[src/rtl/cpu_pkg.sv]
// Shared definitions for the load/store path: access-size codes and the
// MEM-stage controller state encoding.
package cpu_pkg;

  // Func3 access-type codes for loads and stores
  localparam logic [2:0] F3_B  = 3'b000;
  localparam logic [2:0] F3_H  = 3'b001;
  localparam logic [2:0] F3_W  = 3'b010;
  localparam logic [2:0] F3_BU = 3'b100;
  localparam logic [2:0] F3_HU = 3'b101;

  // Access controller states
  typedef enum logic [1:0] {
    ST_IDLE = 2'd0,
    ST_REQ  = 2'd1,
    ST_WAIT = 2'd2,
    ST_RESP = 2'd3
  } state_e;

endpackage

[src/rtl/mem_access_check.sv]
// Combinational legality, alignment and range decode for one memory access.
// Shared with the IF stage, so it knows nothing about request handshakes.
module mem_access_check
  import cpu_pkg::*;
#(
  parameter int MEM_WORDS = 1024
) (
  input  logic        i_is_store,
  input  logic [2:0]  i_func3,
  input  logic [31:0] i_addr,
  output logic        o_illegal,
  output logic        o_misaligned,
  output logic        o_out_of_range
);

  // One past the last valid byte address; 33 bits so a full 4 GiB map fits.
  localparam logic [32:0] ADDR_LIMIT = 33'(MEM_WORDS) << 2;

  // Decode Func3 into legality and the alignment rule for that size
  always_comb begin
    // NOTE: every output gets a default first so no path leaves one unassigned
    // and infers a latch.
    o_illegal    = 1'b0;
    o_misaligned = 1'b0;
    case (i_func3)
      F3_B:  ;
      F3_H:  o_misaligned = i_addr[0];
      F3_W:  o_misaligned = |i_addr[1:0];
      F3_BU: o_illegal = i_is_store;
      F3_HU: begin
        o_illegal    = i_is_store;
        o_misaligned = i_addr[0];
      end
      default: o_illegal = 1'b1;
    endcase
  end

  assign o_out_of_range = {1'b0, i_addr} >= ADDR_LIMIT;

endmodule

[src/rtl/mem_access_unit.sv]
// MEM-stage load/store controller: qualifies the request from EX/MEM, runs the
// Read/Write + busywait handshake with Data_Memory, stalls the pipeline while
// the access is in flight, and returns the load result with a valid strobe.
module mem_access_unit
  import cpu_pkg::*;
#(
  parameter int MEM_WORDS      = 1024,
  parameter int TIMEOUT_CYCLES = 64
) (
  input  logic        Clock,
  input  logic        Reset,
  input  logic        MemRead_in,
  input  logic        MemWrite_in,
  input  logic [2:0]  Func3_in,
  input  logic [31:0] Address_in,
  input  logic [31:0] Store_data_in,
  output logic        Mem_Read,
  output logic        Mem_Write,
  output logic [31:0] Mem_Address,
  output logic [31:0] Mem_Write_data,
  output logic [2:0]  Mem_Func3,
  input  logic [31:0] Mem_Read_data,
  input  logic        Mem_busywait,
  output logic [31:0] Load_data,
  output logic        Load_valid,
  output logic        Stall,
  output logic        Misaligned,
  output logic        Access_fault,
  output logic        Timeout
);

  state_e      r_state, w_next_state;
  logic [7:0]  r_count;
  logic        r_is_read;
  logic        r_mem_read, r_mem_write;
  logic [31:0] r_addr, r_wdata, r_load_data;
  logic [2:0]  r_func3;
  logic        r_load_valid, r_misaligned, r_fault, r_timeout;

  logic w_req, w_illegal, w_misaligned, w_out_of_range;
  logic w_fault, w_good, w_done, w_timeout;

  mem_access_check #(
    .MEM_WORDS(MEM_WORDS)
  ) u_check (
    .i_is_store    (MemWrite_in),
    .i_func3       (Func3_in),
    .i_addr        (Address_in),
    .o_illegal     (w_illegal),
    .o_misaligned  (w_misaligned),
    .o_out_of_range(w_out_of_range)
  );

  // Fault beats misalignment; read and write together is always a fault.
  assign w_req   = MemRead_in ^ MemWrite_in;
  assign w_fault = (MemRead_in & MemWrite_in) | (w_req & (w_illegal | w_out_of_range));
  assign w_good  = w_req & ~w_illegal & ~w_out_of_range & ~w_misaligned;

  // The first WAIT cycle is ignored because the memory's busywait is registered
  // and cannot have risen yet.
  assign w_done    = (r_count != 8'd0) & ~Mem_busywait;
  assign w_timeout = ~w_done & (({1'b0, r_count} + 9'd1) >= 9'(TIMEOUT_CYCLES));

  // State register
  always_ff @(posedge Clock or negedge Reset) begin
    if (!Reset) r_state <= ST_IDLE;
    else        r_state <= w_next_state;
  end

  // Next-state decode and pipeline stall
  always_comb begin
    w_next_state = r_state;
    Stall        = 1'b0;
    case (r_state)
      ST_IDLE: begin
        if (w_good) begin
          Stall        = 1'b1;
          w_next_state = ST_REQ;
        end
      end
      ST_REQ: begin
        Stall        = 1'b1;
        w_next_state = ST_WAIT;
      end
      ST_WAIT: begin
        Stall = 1'b1;
        if (w_done || w_timeout) w_next_state = ST_RESP;
      end
      ST_RESP:  w_next_state = ST_IDLE;
      default:  w_next_state = ST_IDLE;
    endcase
  end

  // Request latch, memory handshake, WAIT counter, load capture and status pulses
  always_ff @(posedge Clock or negedge Reset) begin
    if (!Reset) begin
      r_count      <= '0;
      r_is_read    <= 1'b0;
      r_mem_read   <= 1'b0;
      r_mem_write  <= 1'b0;
      r_addr       <= '0;
      r_wdata      <= '0;
      r_func3      <= '0;
      r_load_data  <= '0;
      r_load_valid <= 1'b0;
      r_misaligned <= 1'b0;
      r_fault      <= 1'b0;
      r_timeout    <= 1'b0;
    end else begin
      // NOTE: non-blocking assignments so every register samples pre-edge values,
      // independent of statement order.
      r_load_valid <= 1'b0;
      r_timeout    <= 1'b0;
      r_misaligned <= (r_state == ST_IDLE) & w_req & w_misaligned & ~w_fault;
      r_fault      <= (r_state == ST_IDLE) & w_fault;
      case (r_state)
        ST_IDLE: begin
          if (w_good) begin
            r_addr      <= Address_in;
            r_wdata     <= Store_data_in;
            r_func3     <= Func3_in;
            r_is_read   <= MemRead_in;
            r_mem_read  <= MemRead_in;
            r_mem_write <= MemWrite_in;
          end
        end
        ST_REQ: r_count <= '0;
        ST_WAIT: begin
          r_count <= r_count + 8'd1;
          if (w_done || w_timeout) begin
            r_mem_read   <= 1'b0;
            r_mem_write  <= 1'b0;
            r_load_valid <= r_is_read;
            r_timeout    <= ~w_done;
            if (r_is_read) r_load_data <= w_done ? Mem_Read_data : 32'd0;
          end
        end
        default: ;
      endcase
    end
  end

  assign Mem_Read       = r_mem_read;
  assign Mem_Write      = r_mem_write;
  assign Mem_Address    = r_addr;
  assign Mem_Write_data = r_wdata;
  assign Mem_Func3      = r_func3;
  assign Load_data      = r_load_data;
  assign Load_valid     = r_load_valid;
  assign Misaligned     = r_misaligned;
  assign Access_fault   = r_fault;
  assign Timeout        = r_timeout;

endmodule
[config.mk]
export PLATFORM = sky130hd
export DESIGN_NAME = mem_access_unit
export DESIGN_NICKNAME = d
export VERILOG_FILES = /design/src/rtl/cpu_pkg.sv /design/src/rtl/mem_access_check.sv /design/src/rtl/mem_access_unit.sv
export SDC_FILE = /design/constraint.sdc
export NUM_CORES = 1
export LEC_CHECK = 0
export BUFFER_PORTS_ARGS = -buffer_cell sky130_fd_sc_hd__buf_4
export CORE_ASPECT_RATIO = 0.9
export CORE_MARGIN = 2
export CORE_UTILIZATION = 51
export DETAILED_ROUTE_END_ITERATION = 10
export PLACE_DENSITY = 0.95
export SLEW_MARGIN = 30
export SYNTH_ARGS = -nofsm -noshare
export SYNTH_HDL_FRONTEND = slang
export SYNTH_SLANG_ARGS = --single-unit
[constraint.sdc]
create_clock -name Clock -period 3.5 [get_ports Clock]
set_input_delay 0.175 -clock Clock [delete_from_list [all_inputs] [get_ports Clock]]
set_output_delay 0.175 -clock Clock [all_outputs]
set_load 0.01 [all_outputs]
Yosys cells after proc, flatten, opt, wreduce, memory -nomap -nowiden
Cells that the tools add are included.
{ "op_classes": {"order_cmp": 2, "n_eq_ne": 9, "bitwise": 20, "n_mux": 18, "n_addsub": 2, "n_reduce_logical": 15} }
{ "op_table": {"columns": ["op", "n"], "rows": [
  ["greater-or-equal comparator 32 x 13 -> 1 bit (second input constant)", 1],
  ["two-way mux 32 bit", 1],
  ["case mux 8 bit (2 select lines)", 1],
  ["AND 1 bit", 11],
  ["case mux 1 bit (2 select lines)", 5],
  ["adder 8 x 1 -> 9 bit (second input constant)", 1],
  ["greater-or-equal comparator 9 x 7 -> 1 bit (second input constant)", 1],
  ["adder 8 x 1 -> 8 bit (second input constant)", 1],
  ["two-way mux 1 bit", 8],
  ["case mux 2 bit (4 select lines)", 1],
  ["nonzero test 8 bit", 1],
  ["OR reduction 2 bit", 4],
  ["equality test 3 bit (second input constant)", 2],
  ["NOT 1 bit", 6],
  ["AND reduction 3 bit", 2],
  ["equality test 2 bit (second input constant)", 2],
  ["two-way mux 2 bit", 2],
  ["!= test 2 bit (second input constant)", 2],
  ["AND reduction 2 bit", 2],
  ["nonzero test 2 bit", 2],
  ["equality test 3 x 1 -> 1 bit (second input constant)", 1],
  ["equality test 3 x 2 -> 1 bit (second input constant)", 1],
  ["zero test 3 bit", 1],
  ["OR reduction 3 bit", 1],
  ["other kinds (5)", 6]
]} }
{ "totals": {"regBits": 116, "out_inout_bits": 106, "input_bits": 104, "word_cells": 79} }

Depth between registers and ports, before layout
Gate-level depths: netlist of the first run.
{ "depth": {"depth_word": 9, "depth_mapped": 7} }

Cells and area by module
Synthesis of the first run repeated with hierarchy kept, for this count alone.
{ "unflattened": {"cells_unflattened": 369, "hier_area_um2": 5013.6} }
{ "by_module_without_submodules": {"columns": ["module", "seq_area_each_um2", "area_each_um2", "n_inst", "cells_per_inst"], "rows": [
  ["mem_access_unit", 2902.8, 4938.5, 1, 355],
  ["mem_access_check", 0.0, 75.1, 1, 14]
]} }

Least setup slack after synthesis of the first run
No wires, ideal clock.
{ "synth_timing": {"kind": "reg-to-output", "startpoint": "register r_state[0]", "endpoint": "output Stall", "arrival_time_ns": 1.715, "path_stages_with_launch": 8, "required_ns": 3.325, "setup_slack_ns": 1.610, "cell_sequence": "dfrtp_1 > inv_1 > ha_1 > nand2_1 > nor4_4 > buf_2 > nor2_1 > nor2_1"} }
{ "synth_via": {"elab_chain_cells": 3} }
{ "synth_lines": {"columns": ["element", "line", "source"], "rows": [
  ["from (decl)", "mem_access_unit.sv:32", "state_e r_state, w_next_state;"],
  ["from (signal assigned)", "mem_access_unit.sv:67", "else r_state <= w_next_state;"],
  ["equality test 2 bit or equality test 2 x 1 -> 1 bit (tied branches)", "mem_access_unit.sv:74", "case (r_state)"],
  ["OR reduction 2 bit (no line)", null, null],
  ["case mux 1 bit (2 select lines) (*)", "mem_access_unit.sv:74", null],
  ["to (decl)", "mem_access_unit.sv:26", "output logic Stall,"]
]} }
Mark *: on every way between the ends. The rest lies on a longest branch, timed or not.

Worst setup path in the final report of the first run
Ends and elaborated chain as after synthesis.

==> out/qor.csv, run 1 <==
stage,metric,value,unit
synth,syn_nets,506,
detailed_routing,drt-total-wl,17100,um
global_routing,grt_pass1_vias,4805,
floorplan,die_area,10100,sq um
placed_design,finalWeightedCongestion,0.928,
detailed_routing,wl_met2,9350,um
critical_path,worst_setup_path_end_kind,primary output,
critical_path,required,3.32,ns
detailed_routing,drt_iter0_drc,329,
cts,clock_tree.root_cell,clkbuf_8,
pwr,p_switching,0.00108,W
floorplan,core,9080,sq um
cts,cts_buffers,17,
sta,tightest_slew,0.726,ns
sta,finalMaxSlewViolations,0,
sta,skew,0.0168,ns
placed_design,place_area,6430,sq um
final_layout,fin_area,7790,sq um
pwr,power.leakage,3.96,nW
sta,final-setup-viol-count,0,
min_path,hold_start,MemWrite_in,
floorplan,initial_utilization,52.5,%
placed_design,io_buffers,209,
detailed_routing,wl_met1,5910,um
synth,ys_ff_latch,116,
synth,syn_area_per_cell,12.1,sq um
synth,synth_top_area_share,60.9,%
global_routing,track_usage,33.3,%
placed_design,dpl.hpwl,9380,um
synth,synthesis.area,4770,sq um
final_layout,drive_gt1_share,42.8,%
detailed_routing,highest-signal-layer,met4,
detailed_routing,postRouteAntennaNets,0,
cts,insertion_delay,0.51,ns
cts,path_clk_slew,0.06,ns
synth,yosys.area.top_type,dfrtp_1,
pwr,power_density,483,nW/um^2
pwr,max-vdd-ir-drop,0.395,mV
detailed_routing,drc,0,
sta,timing.final.hold_violations,0,
detailed_routing,vias,4531,
pwr,p_seq_share,37.2,%
detailed_routing,dr_wl_met3,1100,um
pwr,combPwrFrac,18.8,%
global_routing,grt.overflow.total,0,
synth,synthTopCellsByArea,"dfrtp_1 (61%), mux2_2 (12%), nand4_1 (4.3%)",
sta,fin_crit_sh,77.9,%
cts,cts_setup_buffers,0,
critical_path,startpoint,r_state[0]$_DFFE_PN0P_,
pwr,clkPwrFrac,44.0,%
sta,finalCriticalPeriod,2.73,ns
critical_path,critPathMaxFanout,43,
cts,h-tree-depth,4,
detailed_routing,vias_per_cell,5.51,
flow_run,max_cap_viol_count,0,
cts,cts_sinks,116,
sta,slew_headroom,51.6,%
critical_path,worstSetupPathType,reg2out,
pwr,swShare,28.8,%
critical_path,startpoint_type,flop,
sta,hold_slack,0.0449,ns
critical_path,worstPathArrival,2.55,ns
final_layout,num-nets-final,799,
sta,fmax,0.367,GHz
floorplan,rows,33,
synth,yosys_warnings,0,
detailed_routing,firstDrtPassIters,5,
min_path,hp-class,in2reg,
final_layout,syn2layout_area_growth,63.5,%
sta,rsz0062_at_grt,false,
final_layout,final_cell_mix,"buf_4 (216), dfrtp_1 (116), dlygate4sd3_1 (81)",
global_routing,grt_first_pass_wirelength,25200,um
synth,ys_types,31,
detailed_routing,wl_per_cell,20.7,um
pwr,internal-power,0.00268,W
floorplan,dieHeight,95.7,um
status,status,finished clean,
critical_path,worstReg2RegStart,r_count[0]$_DFFE_PN0P_,
global_routing,antenna_found_initial,0,
synth,synth_cells,395,
synth,yosysSeqAreaShare,60.9,%
final_layout,antenna_cells,0,
global_routing,grt_max_degree,57,
cts,cts.path.max_buffers,2,
cts,cts_tree,yes,
sta,finalSetupTns,0,ns
floorplan,die_x,106,um
floorplan,ioPinCount,210,
final_layout,layout_commonest_cell,buf_4,
synth_stat cells:
master / count
nand2_1: 6
clkbuf_1: 16
o22ai_1: 7
nor4_4: 1
a31oi_1: 1
o21a_1: 2
nor3_1: 3
o41ai_1: 1
ha_1: 7
buf_2: 1
nor3b_1: 2
or3b_2: 1
nor2b_1: 23
a2bb2oi_1: 2
a41oi_1: 2
and3b_1: 1
nand4_1: 33
mux2i_1: 1
nor2_1: 7
buf_1: 1
inv_1: 47
and3_1: 1
mux2_2: 49
nor4_1: 7
a41oi_2: 1
buf_6: 5
o21ai_0: 38
a21oi_1: 4
a21boi_4: 1
nand3_1: 8
dfrtp_1: 116
layout make-up:
cell class | instances | area, sq um
sequential | 116 | 2900
timing repair buffer | 297 | 2430
multi-input combinational | 209 | 1570
fill | 431 | 1290
clock buffer | 19 | 422
inverter | 47 | 176
tap | 122 | 153
clock inverter | 13 | 135
worst max-delay path: stages, from the launching register on:
cell and delay [ns]:
dfrtp_1 0.40, inv_1 0.12, ha_1 0.29, nand2_1 0.15
nor4_4 0.24, buf_4 0.49, nor2_1 0.07, nor2_1 0.13
buf_4 0.15
path summary, 6_finish.rpt:
path,endpoint,slack (ns),cells past startpoint
worst max register to register,Load_data[10]$_DFFE_PN0P_,1.05,7
worst max-delay path,Stall,0.77,8
worst min-delay path,Mem_Write$_DFFE_PN0P_,0.04,3
worst min register to register,Mem_Address[25]$_DFFE_PN0P_,0.50,1
max in group asynchronous,Load_data[7]$_DFFE_PN0P_,2.33,3
min in group asynchronous,Mem_Address[12]$_DFFE_PN0P_,0.27,2
state kept, by name, indices dropped and copies added (netlist names):
register and flops:
Misaligned 1, Mem_Func3 3, Mem_Address 32, Mem_Read 1
Load_data 32, Mem_Write_data 32, Load_valid 1, r_count 8
r_is_read 1, Access_fault 1, Timeout 1, Mem_Write 1
r_state 2
through the flow:
| stage | instances | power [W] | worst slack (ns) | util (%) |
|---|---|---|---|---|
| after floorplan | 395 | 0.00177 | 1.61 | - |
| after global placement | 710 | 0.00197 | 1.09 | 70.7 |
| after detailed placement | 710 | 0.00201 | 1.22 | 70.7 |
| after CTS | 823 | 0.00372 | 0.803 | 85.8 |
| after global routing | 823 | 0.00389 | 0.619 | 85.8 |
| final | 823 | 0.00376 | 0.775 | 85.8 |
timing repair:
item,4_1_cts,5_1_grt
resized for setup,0,0
endpoints found under the hold margin,134,0
hold buffers,81,0
metal layers:
metal  up-vias  track usage (%)
met5         -                0
met4         0             16.8
met3        66             8.12
met2       266             62.3
met1      2236             35.5
li1       1963                -
logic make-up (layout without fill, tap and decap cells):
group / count (synthesis) / after routing / share of synthesized area [%]
adders and majority gates: 7 / 7 / 1.84
DFF: 116 / 116 / 60.9
and+or+nand+nor: 93 / 93 / 11.7
buffers and inverters: 70 / 376 / 6.33
AOI/OAI and AO/OA: 59 / 59 / 7.43
muxes: 50 / 50 / 11.8
power groups by stage:
stage | clock (W) | combinational (W) | sequential (W)
final | 0.00166 | 0.000706 | 0.00140
after CTS | 0.00164 | 0.000679 | 0.00140
after global routing | 0.00173 | 0.000751 | 0.00140
after detailed placement | 0 | 0.000589 | 0.00142
after floorplan | 0 | 0.000351 | 0.00142
after global placement | 0 | 0.000557 | 0.00142
(Power assumes the default switching activity.)
==> run 2, diff against run 1 <==
--- a/config.mk
+++ b/config.mk
@@ -8,9 +8,9 @@
 export BUFFER_PORTS_ARGS = -buffer_cell sky130_fd_sc_hd__buf_4
 export CORE_ASPECT_RATIO = 0.9
 export CORE_MARGIN = 2
-export CORE_UTILIZATION = 51
+export CORE_UTILIZATION = 43
 export DETAILED_ROUTE_END_ITERATION = 10
-export PLACE_DENSITY = 0.95
+export PLACE_DENSITY = 0.87
 export SLEW_MARGIN = 30
 export SYNTH_ARGS = -nofsm -noshare
 export SYNTH_HDL_FRONTEND = slang
==> constraint.sdc (replaced) <==
create_clock -name Clock -period 2.4 [get_ports Clock]
set_input_delay 0.12 -clock Clock [delete_from_list [all_inputs] [get_ports Clock]]
set_output_delay 0.12 -clock Clock [all_outputs]
set_load 0.01 [all_outputs]
==> run 2 against run 1 <==
Total power is 56% higher. Non-clock buffer count shrank 2. Setup slack worse by 0.69 ns. Sequential power up 45%. Cell count grew 1.1%. Combinational power grew 41%. Utilization is 12 points lower. Global-route usage fell by 8.9 points. First-iteration DRC count down 29%. Sequential share of layout area decreased by 0.74 points.
==> out/qor.csv, run 2 (synthesis results as in run 1) <==
stage,metric,value,unit
pwr,power_density,736,nW/um^2
flow_run,max_cap_viol_count,0,
status,status,finished clean,
detailed_routing,postRouteAntennaNets,0,
sta,fin_crit_sh,96.3,%
sta,finalSetupTns,0,ns
critical_path,r2r_cells,6,
cts,clock_tree.root_cell,clkbuf_16,
sta,rsz0062_at_grt,false,
final_layout,multi_input_area,1590,sq um
critical_path,required,2.28,ns
pwr,clkPwrFrac,48.3,%
sta,fmax,0.433,GHz
cts,cts_sinks,116,
sta,finalMaxSlewViolations,0,
detailed_routing,drt-total-wl,14400,um
cts,cts_tree,yes,
detailed_routing,firstDrtPassIters,4,
sta,hold_slack,0.0289,ns
floorplan,dieHeight,104,um
pwr,combPwrFrac,17.0,%
final_layout,syn2layout_area_growth,66.9,%
floorplan,die_x,115,um
detailed_routing,vias_per_cell,5.10,
critical_path,critPathMaxFanout,27,
pwr,power.leakage,4.04,nW
placed_design,io_buffers,209,
sta,skew,0.00627,ns
sta,final-setup-viol-count,0,
sta,finalCriticalPeriod,2.31,ns
final_layout,antenna_cells,0,
global_routing,grt_first_pass_wirelength,22800,um
pwr,internal-power,0.00442,W
cts,insertion_delay,0.40,ns
detailed_routing,wl_per_cell,17.3,um
floorplan,rows,36,
detailed_routing,drt_iter0_drc,234,
cts,path_clk_slew,0.05,ns
global_routing,track_usage,24.4,%
final_layout,final_cell_mix,"buf_4 (215), dfrtp_1 (116), dlygate4sd3_1 (77)",
final_layout,fill_cells,681,
pwr,max-vdd-ir-drop,0.499,mV
floorplan,core,10800,sq um
global_routing,grt.overflow.total,0,
final_layout,num-nets-final,797,
final_layout,layout.area.seq,2900,sq um
cts,h-tree-depth,4,
global_routing,antenna_found_initial,0,
sta,slew_headroom,45.7,%
floorplan,initial_utilization,44.1,%
critical_path,worstPathArrival,2.19,ns
final_layout,drive_gt1_share,43.5,%
cts,cts_buffers,17,
min_path,hold_depth,3,
sta,tightest_slew,0.815,ns
floorplan,die_area,11900,sq um
global_routing,grt_max_degree,65,
placed_design,dpl.hpwl,8800,um
sta,timing.final.hold_violations,0,
pwr,p_switching,0.00144,W
floorplan,ioPinCount,210,
cts,cts.path.max_buffers,2,
placed_design,finalWeightedCongestion,0.791,
final_layout,layout_commonest_cell,buf_4,
detailed_routing,drc,0,
critical_path,worstSetupPathType,in2out,
critical_path,startpoint_type,primary input,
global_routing,grt_pass1_vias,4680,
pwr,swShare,24.5,%
pwr,p_seq_share,34.7,%
min_path,hp-class,in2reg,
detailed_routing,vias,4245,
critical_path,worst_setup_path_end_kind,primary output,
run 2: changes by cell type in the layout (fill, tap and decap cells not counted), moves of 2 or more:
cell and change:
bufinv_16 +3, clkinvlp_4 -5, clkinv_2 -2, buf_12 +3, dlygate4sd3_1 -4, clkbuf_8 +4
run 2: final timing paths:
check / start / endpoint / slack, ns
worst min register to register: Mem_Address[28]$_DFFE_PN0P_ / Mem_Address[28]$_DFFE_PN0P_ / 0.50
worst max-delay path: Func3_in[1] / Stall / 0.09
max in group asynchronous: Reset / Load_data[10]$_DFFE_PN0P_ / 1.32
worst min-delay path: Mem_Read_data[4] / Load_data[4]$_DFFE_PN0P_ / 0.03
min in group asynchronous: Reset / Mem_Address[25]$_DFFE_PN0P_ / 0.34
worst max register to register: r_count[0]$_DFFE_PN0P_ / Load_data[0]$_DFFE_PN0P_ / 0.20
run 2: metrics by stage:
step	power (W)	utilization (%)	cell area [sq um]	setup WS [ns]	std cells
floorplan	0.00258	-	4770	0.525	395
global placement	0.00290	59.8	6460	0.173	722
detailed placement	0.00293	59.9	6470	0.217	722
CTS	0.00587	73.2	7920	0.00681	831
global route	0.00608	73.6	7950	0.00986	832
finish	0.00586	73.6	7950	0.0887	832
run 2: routing by layer:
layer | track usage [%] | share of wire [%] | up-vias
li1 | - | - | 1960
met1 | 27.6 | 38 | 2032
met2 | 42.5 | 52 | 212
met3 | 7.23 | 6.7 | 41
met4 | 10.6 | 3.3 | 0
met5 | 0 | 0 | -
run 2: power groups by stage:
| stage | combinational (W) | clock, W | sequential, W |
|---|---|---|---|
| after floorplan | 0.000513 | 0 | 0.00206 |
| after global placement | 0.000832 | 0 | 0.00206 |
| after detailed placement | 0.000867 | 0 | 0.00207 |
| after CTS | 0.000970 | 0.00286 | 0.00203 |
| after global routing | 0.00107 | 0.00297 | 0.00204 |
| final | 0.000993 | 0.00283 | 0.00203 |
run 2: layout make-up:
class	count	share of cell area, %
clock inverters	8	2.12
well taps	133	2.09
repair buffers	295	30.7
clock buffers	24	6.31
flip-flops and latches	116	36.5
inverters	47	2.22
multi-input cells	209	20.0
run 2: critical path, stage by stage:
cell and delay [ns]:
dlygate4sd3_1 0.53, buf_4 0.14, or3b_2 0.48, o22ai_4 0.24
nor4_4 0.07, buf_4 0.16, buf_12 0.16, nor2_1 0.09
nor2_1 0.06, buf_4 0.14
run 2: repair_timing:
item	in CTS	in global routing
pin swaps	0	1
hold endpoints to repair	138	0
endpoints found under the setup margin	1	1
hold buffers	77	0
gates cloned	0	0
gates resized for setup	1	6
buffers inserted	0	1
==> run 3, diff against run 2 <==
--- a/config.mk
+++ b/config.mk
@@ -5,12 +5,13 @@
 export SDC_FILE = /design/constraint.sdc
 export NUM_CORES = 1
 export LEC_CHECK = 0
-export BUFFER_PORTS_ARGS = -buffer_cell sky130_fd_sc_hd__buf_4
 export CORE_ASPECT_RATIO = 0.9
 export CORE_MARGIN = 2
-export CORE_UTILIZATION = 43
+export CORE_UTILIZATION = 54
 export DETAILED_ROUTE_END_ITERATION = 10
-export PLACE_DENSITY = 0.87
+export DONT_BUFFER_PORTS = 1
+export PLACE_DENSITY = 0.82
+export RECOVER_POWER = 50
 export SLEW_MARGIN = 30
 export SYNTH_ARGS = -nofsm -noshare
 export SYNTH_HDL_FRONTEND = slang
==> run 3 against run 2 <==
The run now ends with negative hold slack left. Count of clock-buffer cells in the layout down 6. Largest power group unchanged. Largest cell class unchanged. Setup slack better by 0.11 ns. Critical endpoint unchanged. Total power shrank 12%. First-iteration DRC count is 26% lower. Critical path depth down 3. Design area decreased by 21%. Flip-flop and latch count stayed put.
==> out/qor.csv, run 3 (synthesis results as in run 1) <==
stage,metric,value,unit
status,status,"complete, but fails checks",
status,violations,negative hold slack,
final_layout,antenna_cells,0,
detailed_routing,vias,3458,
critical_path,startpoint_type,flop,
critical_path,worstSetupPathType,reg2out,
critical_path,worstPathArrival,2.08,ns
critical_path,cp_slowest_stage_delay,0.40,ns
detailed_routing,drt-total-wl,12100,um
sta,fin_crit_sh,91.8,%
critical_path,path_cells,"inv_1, ha_1, nand2_1, nor4_4, buf_6, nor2_1, nor2_2",
sta,setup_ws,0.196,ns
cts,cts_sinks,116,
detailed_routing,drt_iter0_drc,173,
cts,h-tree-depth,4,
detailed_routing,drc,0,
detailed_routing,firstDrtPassIters,5,
sta,fmax,0.454,GHz
sta,rsz0062_at_grt,false,
floorplan,core,8570,sq um
final_layout,num-nets-final,591,
sta,timing.final.hold_violations,117,
cts,path_clk_slew,0.06,ns
detailed_routing,vias_per_cell,5.65,
global_routing,antenna_found_initial,0,
floorplan,dieHeight,93.1,um
placed_design,place_ws,0.242,ns
critical_path,cp.buffers_inverters,2,
floorplan,ioPinCount,210,
critical_path,required,2.28,ns
floorplan,die_area,9590,sq um
floorplan,initial_utilization,55.6,%
sta,final-setup-viol-count,0,
final_layout,syn2layout_area_growth,31.2,%
sta,slew_headroom,53.5,%
min_path,hp-class,in2async,
critical_path,critPathMaxFanout,6,
pwr,max-vdd-ir-drop,0.546,mV
placed_design,place_area,4860,sq um
final_layout,layout_commonest_cell,dfrtp_1,
critical_path,slowest_stage,dfrtp_1,
critical_path,worst_setup_path_end_kind,primary output,
final_layout,final_cell_mix,"dfrtp_1 (116), dlygate4sd3_1 (82), mux2_2 (49)",
cts,cts.path.max_buffers,2,
global_routing,grt_first_pass_wirelength,18300,um
placed_design,io_buffers,0,
cts,clock_tree.root_cell,clkbuf_8,
critical_path,startpoint,r_state[0]$_DFFE_PN0P_,
cts,insertion_delay,0.50,ns
sta,hold_slack,-0.693,ns
critical_path,cpLargestDelayFamily,simple AND/OR/NAND/NOR gates,
cts,cts_tree,yes,
floorplan,die_x,103,um
cts,hold_buffers,82,
detailed_routing,wl_per_cell,19.7,um
pwr,power_density,822,nW/um^2
cts,cts_buffers,17,
pwr,power.leakage,2.90,nW
detailed_routing,postRouteAntennaNets,0,
placed_design,finalWeightedCongestion,0.786,
global_routing,grt.overflow.total,0,
sta,finalSetupTns,0,ns
sta,skew,0.0101,ns
global_routing,grt_max_degree,117,
sta,tightest_slew,0.696,ns
critical_path,worstReg2RegStart,r_count[0]$_DFFE_PN0P_,
global_routing,track_usage,25.8,%
final_layout,fin_area,6250,sq um
global_routing,grt_pass1_vias,3586,
final_layout,drive_gt1_share,19.1,%
floorplan,rows,32,
sta,finalCriticalPeriod,2.20,ns
sta,finalMaxSlewViolations,0,
placed_design,dpl.hpwl,7040,um
flow_run,max_cap_viol_count,0,
==> run 3: what timing repair did <==
item                                    CTS  global route
cloned                                    0             0
endpoints found under the setup margin    1             1
pin swaps                                 1             2
endpoints found under the hold margin   201           116
buffers inserted                          1             0
gates resized for setup                   2             0
==> run 3: final cells by class <==
cell class / instances / area, sq um
Clock buffer: 18 / 428
Clock inverter: 14 / 130
Fill cell: 529 / 2320
Inverter: 47 / 176
Multi-Input combinational cell: 209 / 1580
Sequential cell: 116 / 2900
Tap cell: 119 / 149
Timing Repair Buffer: 89 / 890
==> run 3: layer usage <==
layer | up-vias | wire, um | track usage [%]
li1 | 1538 | - | -
met2 | 198 | 6230 | 43.3
met5 | - | 0 | 0
met1 | 1702 | 4470 | 28.5
met3 | 20 | 1140 | 11.5
met4 | 0 | 241 | 10.4
==> run 3: path summary, 6_finish.rpt <==
kind / to / slack (ns) / cells past startpoint
worst max-delay path: Stall / 0.20 / 7
worst min-delay path: Mem_Address[16]$_DFFE_PN0P_ / -0.69 / 0
worst max register to register: Load_data[28]$_DFFE_PN0P_ / 0.28 / 6
worst min register to register: Mem_Address[31]$_DFFE_PN0P_ / 0.57 / 1
max in group asynchronous: Mem_Address[23]$_DFFE_PN0P_ / 2.96 / 0
min in group Clock: Access_fault$_DFF_PN0_ / 0 / 3
==> run 3: worst register-to-register path, stage by stage (launching register included) <==
cell,delay (ns)
dfrtp_1,0.39
ha_1,0.21
and3_1,0.22
nand3_1,0.14
mux2i_1,0.20
a21oi_4,0.60
o21ai_0,0.21
==> run 3: report_power, final <==
part / switching, W / total [W] / internal (W)
registers: 0.0000437 / 0.00204 / 0.00200
clock network: 0.000910 / 0.00231 / 0.00140
logic: 0.000475 / 0.000780 / 0.000305
==> run 3: per-stage QoR <==
stage | instances | power, W | hold WS, ns | util (%)
2_1_floorplan | 395 | 0.00258 | -0.176 | -
3_3_place_gp | 497 | 0.00268 | -0.172 | 56.6
3_5_place_dp | 497 | 0.00272 | -0.173 | 56.7
4_1_cts | 612 | 0.00515 | -0.716 | 73.0
5_1_grt | 612 | 0.00535 | -0.729 | 73.0
6_report | 612 | 0.00514 | -0.693 | 73.0
